==> src/rtl/bus_trig_reg_to_if.sv <==
// Register bus between a master and the bus_trig_reg_to slave.
// Handshake: req is sampled on every bus_clk edge and has no ready; a request to a decoded
// address is acked for exactly one cycle after the edge that sampled it, and rd_data is zero
// whenever ack is low.
interface bus_trig_reg_to_if #(
  parameter int AW = 16,
  parameter int DW = 32
);
  logic          req;
  logic [AW-1:0] addr;
  logic          rd_wr_l;
  logic [DW-1:0] wr_data;
  logic          ack;
  logic [DW-1:0] rd_data;

  modport master (output req, addr, rd_wr_l, wr_data, input ack, rd_data);
  modport slave  (input req, addr, rd_wr_l, wr_data, output ack, rd_data);
endinterface

==> src/rtl/bus_trig_reg_to.sv <==
// Trigger-on-write command register: software sets out bits, hardware completes them on an
// in rise or they expire, with sticky DONE/TMO status, ABORT, and optional pulse-mode bits.
module bus_trig_reg_to #(
  parameter int                   ADDR      = 0,
  parameter int                   OFFSET    = 0,
  parameter int                   DATAWIDTH = 32,
  parameter int                   TIMEOUT   = 0,
  parameter int                   TOWIDTH   = 16,
  parameter logic [DATAWIDTH-1:0] PULSE     = '0,
  parameter int                   BUS_AW    = 16,
  parameter int                   BUS_DW    = 32
) (
  input  logic                 bus_clk,
  input  logic                 bus_reset_l,
  bus_trig_reg_to_if.slave     bus,
  input  logic [DATAWIDTH-1:0] in,
  output logic [DATAWIDTH-1:0] out
);

  localparam int                 WIDE    = DATAWIDTH + OFFSET + BUS_DW;
  localparam logic [BUS_AW-1:0]  BASE    = BUS_AW'(ADDR);
  localparam logic [TOWIDTH-1:0] TO_LAST = TOWIDTH'((TIMEOUT == 0) ? 0 : TIMEOUT - 1);

  logic [DATAWIDTH-1:0] out_q, out_d;
  logic [DATAWIDTH-1:0] done_q, done_d, done_set;
  logic [DATAWIDTH-1:0] tmo_q, tmo_d, tmo_set;
  logic [DATAWIDTH-1:0] in_q, det;
  logic [TOWIDTH-1:0]   cnt_q [DATAWIDTH];
  logic [TOWIDTH-1:0]   cnt_d [DATAWIDTH];
  logic                 ack_q;
  logic [BUS_DW-1:0]    rdata_q, rdata_d;

  // Address decode: subtracting the base folds both range bounds into one unsigned compare.
  logic [BUS_AW-1:0]    addr_rel;
  logic                 hit, rd, wr;
  logic [1:0]           reg_sel;
  logic [DATAWIDTH-1:0] wf, field;
  logic                 wr_cmd, wr_done, wr_tmo, wr_abort;

  assign addr_rel = bus.addr - BASE;
  assign hit      = bus.req && (addr_rel[BUS_AW-1:2] == '0);
  assign reg_sel  = addr_rel[1:0];
  assign rd       = hit && bus.rd_wr_l;
  assign wr       = hit && !bus.rd_wr_l;
  assign wf       = DATAWIDTH'(bus.wr_data >> OFFSET);
  assign wr_cmd   = wr && (reg_sel == 2'd0);
  assign wr_done  = wr && (reg_sel == 2'd1);
  assign wr_tmo   = wr && (reg_sel == 2'd2);
  assign wr_abort = wr && (reg_sel == 2'd3);
  assign det      = in & ~in_q;

  always_comb begin
    field = out_q;
    case (reg_sel)
      2'd1:    field = done_q;
      2'd2:    field = tmo_q;
      default: field = out_q;
    endcase
    rdata_d = rd ? BUS_DW'(WIDE'(field) << OFFSET) : '0;
  end

  always_comb begin
    out_d    = out_q;
    done_set = '0;
    tmo_set  = '0;
    for (int i = 0; i < DATAWIDTH; i++) begin
      cnt_d[i] = '0;
      if (PULSE[i]) begin
        out_d[i]    = wr_cmd && wf[i];
        done_set[i] = wr_cmd && wf[i];
      end else begin
        // An edge with nothing pending is swallowed, and it also wins over a same-cycle set.
        if (det[i]) begin
          out_d[i]    = 1'b0;
          done_set[i] = out_q[i];
        end else if ((TIMEOUT != 0) && out_q[i] && (cnt_q[i] == TO_LAST)) begin
          out_d[i]   = 1'b0;
          tmo_set[i] = 1'b1;
        end else if (wr_abort && wf[i]) begin
          out_d[i] = 1'b0;
        end else if (wr_cmd && wf[i]) begin
          out_d[i] = 1'b1;
        end
        if ((TIMEOUT != 0) && out_q[i] && out_d[i]) begin
          cnt_d[i] = cnt_q[i] + 1'b1;
        end
      end
    end
    done_d = done_set | (done_q & ~(wr_done ? wf : '0));
    tmo_d  = tmo_set  | (tmo_q  & ~(wr_tmo  ? wf : '0));
  end

  always_ff @(posedge bus_clk or negedge bus_reset_l) begin
    if (!bus_reset_l) begin
      out_q   <= '0;
      done_q  <= '0;
      tmo_q   <= '0;
      in_q    <= '0;
      ack_q   <= 1'b0;
      rdata_q <= '0;
      for (int i = 0; i < DATAWIDTH; i++) cnt_q[i] <= '0;
    end else begin
      out_q   <= out_d;
      done_q  <= done_d;
      tmo_q   <= tmo_d;
      in_q    <= in;
      ack_q   <= hit;
      rdata_q <= rdata_d;
      for (int i = 0; i < DATAWIDTH; i++) cnt_q[i] <= cnt_d[i];
    end
  end

  assign out         = out_q;
  assign bus.ack     = ack_q;
  assign bus.rd_data = rdata_q;

endmodule
==> src/flat_wrapper.sv <==
// flat-port wrapper written by rule: the top's interface ports become plain ports
module bus_trig_reg_to_flat 
#(
  parameter int                   ADDR      = 0,
  parameter int                   OFFSET    = 0,
  parameter int                   DATAWIDTH = 32,
  parameter int                   TIMEOUT   = 0,
  parameter int                   TOWIDTH   = 16,
  parameter logic [DATAWIDTH-1:0] PULSE     = '0,
  parameter int                   BUS_AW    = 16,
  parameter int                   BUS_DW    = 32
)
  (bus_clk, bus_reset_l, in, out, bus_req, bus_addr, bus_rd_wr_l, bus_wr_data, bus_ack, bus_rd_data);
  bus_trig_reg_to_if bus_i ();
  input  logic bus_clk;
  input  logic bus_reset_l;
  input  logic [DATAWIDTH-1:0] in;
  output logic [DATAWIDTH-1:0] out;
  input wire logic [$bits(bus_i.req)-1:0] bus_req;
  input wire logic [$bits(bus_i.addr)-1:0] bus_addr;
  input wire logic [$bits(bus_i.rd_wr_l)-1:0] bus_rd_wr_l;
  input wire logic [$bits(bus_i.wr_data)-1:0] bus_wr_data;
  output wire logic [$bits(bus_i.ack)-1:0] bus_ack;
  output wire logic [$bits(bus_i.rd_data)-1:0] bus_rd_data;
  assign bus_i.req = bus_req;
  assign bus_i.addr = bus_addr;
  assign bus_i.rd_wr_l = bus_rd_wr_l;
  assign bus_i.wr_data = bus_wr_data;
  assign bus_ack = bus_i.ack;
  assign bus_rd_data = bus_i.rd_data;
  bus_trig_reg_to #(.ADDR(ADDR), .OFFSET(OFFSET), .DATAWIDTH(DATAWIDTH), .TIMEOUT(TIMEOUT), .TOWIDTH(TOWIDTH), .PULSE(PULSE), .BUS_AW(BUS_AW), .BUS_DW(BUS_DW)) u_core (.bus_clk(bus_clk), .bus_reset_l(bus_reset_l), .bus(bus_i), .in(in), .out(out));
endmodule
==> config.mk <==
export PLATFORM = sky130hd
export DESIGN_NAME = bus_trig_reg_to_flat
export DESIGN_NICKNAME = d
export VERILOG_FILES = /design/src/rtl/bus_trig_reg_to_if.sv /design/src/rtl/bus_trig_reg_to.sv /design/src/flat_wrapper.sv
export SDC_FILE = /design/constraint.sdc
export NUM_CORES = 1
export LEC_CHECK = 0
export BUFFER_PORTS_ARGS = -buffer_cell sky130_fd_sc_hd__buf_2
export CORE_MARGIN = 1
export CORE_UTILIZATION = 54
export DETAILED_ROUTE_END_ITERATION = 8
export GPL_ROUTABILITY_DRIVEN = 0
export GPL_TIMING_DRIVEN = 1
export PLACE_DENSITY = 0.89
export SYNTH_ARGS = -nofsm -noshare
export SYNTH_HDL_FRONTEND = slang
export SYNTH_SLANG_ARGS = --single-unit
export TNS_END_PERCENT = 50
==> constraint.sdc <==
create_clock -name bus_clk -period 1 [get_ports bus_clk]
set_clock_uncertainty 0.1 [all_clocks]
set_input_delay 0.05 -clock bus_clk [delete_from_list [all_inputs] [get_ports bus_clk]]
set_output_delay 0.05 -clock bus_clk [all_outputs]
set_load 0.1 [all_outputs]
# After elaboration in Yosys (flattened, before gate mapping)
# Cells that the tools add are included.
[classes]
eq_ne = 3
mux = 132
bitwise_logic = 7
n_reduce_logical = 106
[op_table]
columns = ["operator", "n"]
rows = [
  ["two-way mux 1 bit", 128],
  ["bitwise AND 32 bit", 3],
  ["two-way mux 32 bit", 3],
  ["NOT 32 bit", 3],
  ["nonzero test 3 bit", 32],
  ["logical AND 1 bit", 71],
  ["one-hot mux 32 bit (2 select lines)", 1],
  ["bitwise OR 32 bit", 1],
  ["logical NOT 14 bit", 1],
  ["equality test 2 bit (second input constant)", 2],
  ["equality test 2 x 1 -> 1 bit (second input constant)", 1],
  ["logical NOT 2 bit", 1],
  ["logical NOT 1 bit", 1],
]
[totals]
reg_bits = 161
word_cells = 285

# Depth between registers and ports, before layout
[depth]
ltp_word = 8
ltp_mapped = 7
depth_no_buf = 6

# Worst setup path after synthesis
# Ideal clock, no wire load.
[synth_path]
kind = "input-to-reg"
from = "in bus_addr[8]"
to = "reg u_core.out_q[10] (netlist: u_core.out[10])"
t_arrival_ns = 1.614
t_required_ns = 0.813
slack_ns = -0.801
stages = 5
cell_sequence = "or4_4 -> nor4_4 -> buf_6 -> a21oi_1 -> a211oi_2"
[synth_via]
elab_chain_len = 7
elab_cells_between_ends = 10
cone_classes = "2 x mux; 8 x reduce/logical"
[synth_lines]
columns = ["element", "line", "text"]
rows = [
  ["start, declared", "flat_wrapper.sv:20", "input wire logic [$bits(bus_i.addr)-1:0] bus_addr;"],
  ["logical NOT 14 bit *", "bus_trig_reg_to.sv:41", "assign hit = bus.req && (addr_rel[BUS_AW-1:2] == '0);"],
  ["logical AND 1 bit *", "bus_trig_reg_to.sv:41", ""],
  ["logical AND 1 bit *", "bus_trig_reg_to.sv:44", "assign wr = hit && !bus.rd_wr_l;"],
  ["logical AND 1 bit", "bus_trig_reg_to.sv:49", "assign wr_abort = wr && (reg_sel == 2'd3);"],
  ["logical AND 1 bit", "bus_trig_reg_to.sv:79", "end else if (wr_abort && wf[i]) begin"],
  ["two-way mux 1 bit", "bus_trig_reg_to.sv:79", ""],
  ["two-way mux 1 bit", "bus_trig_reg_to.sv:73", "if (det[i]) begin"],
  ["end signal, assigned", "bus_trig_reg_to.sv:103", "out_q <= out_d;"],
  ["end, declared", "bus_trig_reg_to.sv:24", "logic [DATAWIDTH-1:0] out_q, out_d;"],
]
# Mark *: on every way between the ends. The rest lies on a longest branch, timed or not.
# A chain may end at the register's enable or synchronous reset.

# Final worst setup path
[layout_path]
from = "in bus_addr[13]"
to = "reg u_core.done_q[9]"
[layout_via]
elab_chain_len = 8
[layout_lines]
columns = ["element", "line", "text"]
rows = [
  ["logical NOT 14 bit", "bus_trig_reg_to.sv:41", ""],
  ["logical AND 1 bit", "bus_trig_reg_to.sv:41", ""],
  ["logical AND 1 bit", "bus_trig_reg_to.sv:44", ""],
  ["logical AND 1 bit", "bus_trig_reg_to.sv:47", "assign wr_done = wr && (reg_sel == 2'd1);"],
  ["two-way mux 32 bit", "bus_trig_reg_to.sv:89", "done_d = done_set | (done_q & ~(wr_done ? wf : '0));"],
  ["NOT 32 bit", "bus_trig_reg_to.sv:89", ""],
  ["bitwise AND 32 bit", "bus_trig_reg_to.sv:89", ""],
  ["bitwise OR 32 bit", "bus_trig_reg_to.sv:89", ""],
  ["net u_core.done_d[9]", "bus_trig_reg_to.sv:25", "logic [DATAWIDTH-1:0] done_q, done_d, done_set;"],
  ["end signal, assigned", "bus_trig_reg_to.sv:104", "done_q <= done_d;"],
  ["end, declared", "bus_trig_reg_to.sv:25", ""],
]
# The timed path passes the listed nets, and every way through them passes these cells.

==> results.tsv <==
stage	metric	value	unit
routing	Vias	7188	
synth	warning count from the yosys run	0	
sta	Tmin final	1.71	ns
sta	fin crit share	1.71	
routing	Initial DRC Count	1042	
synth	syn_area_per_cell	12.0	sq um
status	status	complete, but fails checks	
sta	final setup fails	194	
global_route	first-pass GRT wire length	38900	microns
final_layout	# fillers	347	
critical_path	Worst R2R Path Depth	2	
routing	Detail Route Antenna Nets	0	
clock_tree	Bufs on Longest Clock Path	2	
synth	Mapped Area	6850	sq um
placed_design	Final HPWL DP	13500	microns
synth	sequential share of the synthesized area	0.589	
sta	Max-slew headroom	0.567	
clock_tree	clock sink count	161	
critical_path	r2r startpoint	u_core.tmo_q[12]	
sta	Setup TNS	-84.88	ns
global_route	GRT Util Overall	0.405	
critical_path	CP endpoint kind	flip-flop	
sta	maximum clock rate	0.584	GHz
clock_tree	Hold-fix buffers, CTS	65	
clock_tree	CTS tree	built	
synth	Syn Nets	659	
routing	Wirelength per Cell	31.7	microns
final_layout	register area	4070	sq um
critical_path	Worst Path Arrival	1.88	ns
critical_path	CP Class	input port to flip-flop	
clock_tree	Clock transition at path regs	0.07	ns
critical_path	R2R setup slack	-0.38	ns
global_route	total grt overflow	0	
floorplan	Die W	115	microns
critical_path	slowest CP cell	or4_4	
critical_path	CP peak stage delay	0.58	ns
job	max_cap viols	0	
final_layout	most frequent cells in the layout	dfrtp_1, buf_12, buf_2	
floorplan	die extent in y	115	microns
critical_path	critical path depth in cells	7	
floorplan	std cell rows	40	
routing	final WL	31800	microns
floorplan	DIE AREA	13100	sq um
global_route	largest net degree at the start of global routing	39	
clock_tree	clk root buf	clkbuf_16	
power	PwrDens	1400	nW/um^2
sta	worst-margin pin slew	0.649	ns
final_layout	Synth-to-Final Area Change	64.8	%
power	LEAKAGE	0.00471	uW
critical_path	worst path bufs/invs	3	
final_layout	commonest non-fill, non-tap cell in the layout	dfrtp_1	
critical_path	Setup crit end	u_core.done_q[9]	
floorplan	core area	12200	sq um
clock_tree	H-tree depth	4	
final_layout	Final #Nets	906	
critical_path	worst path cell trace	buf_6 > or4_4 > nor4_4 > buf_12 > clkbuf_16 > nand3_2 > a22o_1	
critical_path	crit path launch	bus_addr[13]	
floorplan	I/O Pins	149	
synth	Yosys cell types	28	
status	failing checks	hold timing, setup timing	
floorplan	Initial Utilization	0.563	
final_layout	share of layout cells above drive strength 1	0.474	
routing	drt via density	7.17	
final_layout	Multi-input gate area	3010	sq um
placed_design	# port buffers	148	
clock_tree	CTS buffer count	17	
global_route	initial antenna violation count	4	
sta	Hold Slack	-0.0422	ns
min_path	worst hold path class	input port to asynchronous set/reset pin	
sta	RSZ-0062 raised after global routing	true	
routing	# DRC	0	
clock_tree	Clock Latency Late Sink	0.45	ns
sta	Final Hold Viols	14	
critical_path	startpoint types	input port	
synth	Async SR Flop Fraction	1.00	
critical_path	Worst Path Max Fanout	8	
synth	Yosys reg bits	161	
global_route	vias in the first global route	7034	
routing	DRT Pass-1 Iters	8	
placed_design	setup slack at placement	-0.948	ns
synth	Synth Flop Type	dfrtp_1	
critical_path	CP required	1.17	ns
synth	post-synthesis instance total	571	
sta	final setup margin	-0.712	ns
synth	Post-synth EDFFs	0	
power	Max IR drop VDD	1320	uV
sta	max-slew violations	0	
critical_path	crit-path leading delay family	simple AND/OR/NAND/NOR gates	
critical_path	reg-to-reg endpoint	u_core.bus.rd_data[12]	
[metrics by stage]
stage,instances,utilization,total power [uW],cell area (sq um)
after floorplan,571,-,7120,6930
after global placement,889,0.761,7750,9250
after detailed placement,889,0.761,7820,9250
after CTS,989,0.888,15300,10800
after global routing,999,0.927,16000,11300
final,1002,0.927,15800,11300
[synthesized netlist by cell type, drive strengths merged, types with 20 or more instances]
cell	number	share of area
nor2b	32	0.029
nand3	32	0.023
a22oi	32	0.035
buf	21	0.021
nand2	33	0.019
clkbuf	20	0.011
nor2	64	0.035
a211oi	64	0.11
a21boi	32	0.035
dfrtp	161	0.59
a21oi	32	0.023
a22o	32	0.041
[layout make-up]
type	instances	share of cell area
Multi-Input combinational cell	367	0.267
Clock buffer	20	0.0414
Timing Repair Buffer	269	0.293
Tap cell	168	0.0186
Clock inverter	12	0.0181
Inverter	2	0.000666
Antenna cell	3	0.000666
Sequential cell	161	0.361
[metal layers]
layer  share of wire  vias up  track usage
li1                -     2554            -
met1            0.32     3408        0.468
met2            0.45      882        0.663
met3            0.12      342        0.107
met4            0.10        2        0.273
met5         0.00035        -            0
[registers in the layout (all words and copies together), names as in the netlist]
register,flops
u_core.done_q,32
u_core.bus.ack,1
u_core.bus.rd_data,32
u_core.tmo_q,32
u_core.out,32
u_core.in_q,32
[power by group]
group / switching [uW] / internal [uW] / leakage, uW
Sequential: 32.0 / 6570 / 0.00212
Combinational: 980 / 599 / 0.00226
Clock: 2980 / 4650 / 0.000319
[how the worst min path moves through the flow]
stage / from / endpoint / slack (ns) / cells past startpoint
2_1_floorplan: bus_reset_l / u_core.bus.ack / -0.35 / 0
3_3_place_gp: bus_reset_l / u_core.in_q[23] / -0.17 / 1
3_5_place_dp: bus_reset_l / u_core.in_q[23] / -0.17 / 1
4_1_cts: bus_reset_l / u_core.bus.rd_data[23] / -0.06 / 2
5_1_grt: bus_reset_l / u_core.bus.rd_data[22] / -0.02 / 2
6_report: bus_reset_l / u_core.bus.rd_data[22] / -0.04 / 2
[cell families after synthesis]
logic type | share of synthesized area
AOI/OAI and AO/OA | 0.248
adders and majority gates | 0.00731
buffers and inverters | 0.0329
DFF | 0.589
and+or+nand+nor | 0.123
[what timing repair did]
| item | in CTS | in global routing |
|---|---|---|
| pin swaps | 15 | 22 |
| cloned | 2 | 8 |
| endpoints found under the hold margin | 289 | 14 |
| setup buffers | 1 | 3 |
| endpoints found under the setup margin | 194 | 194 |
| gates resized for setup | 72 | 59 |
Note: power is estimated with default switching activity, not from simulation.
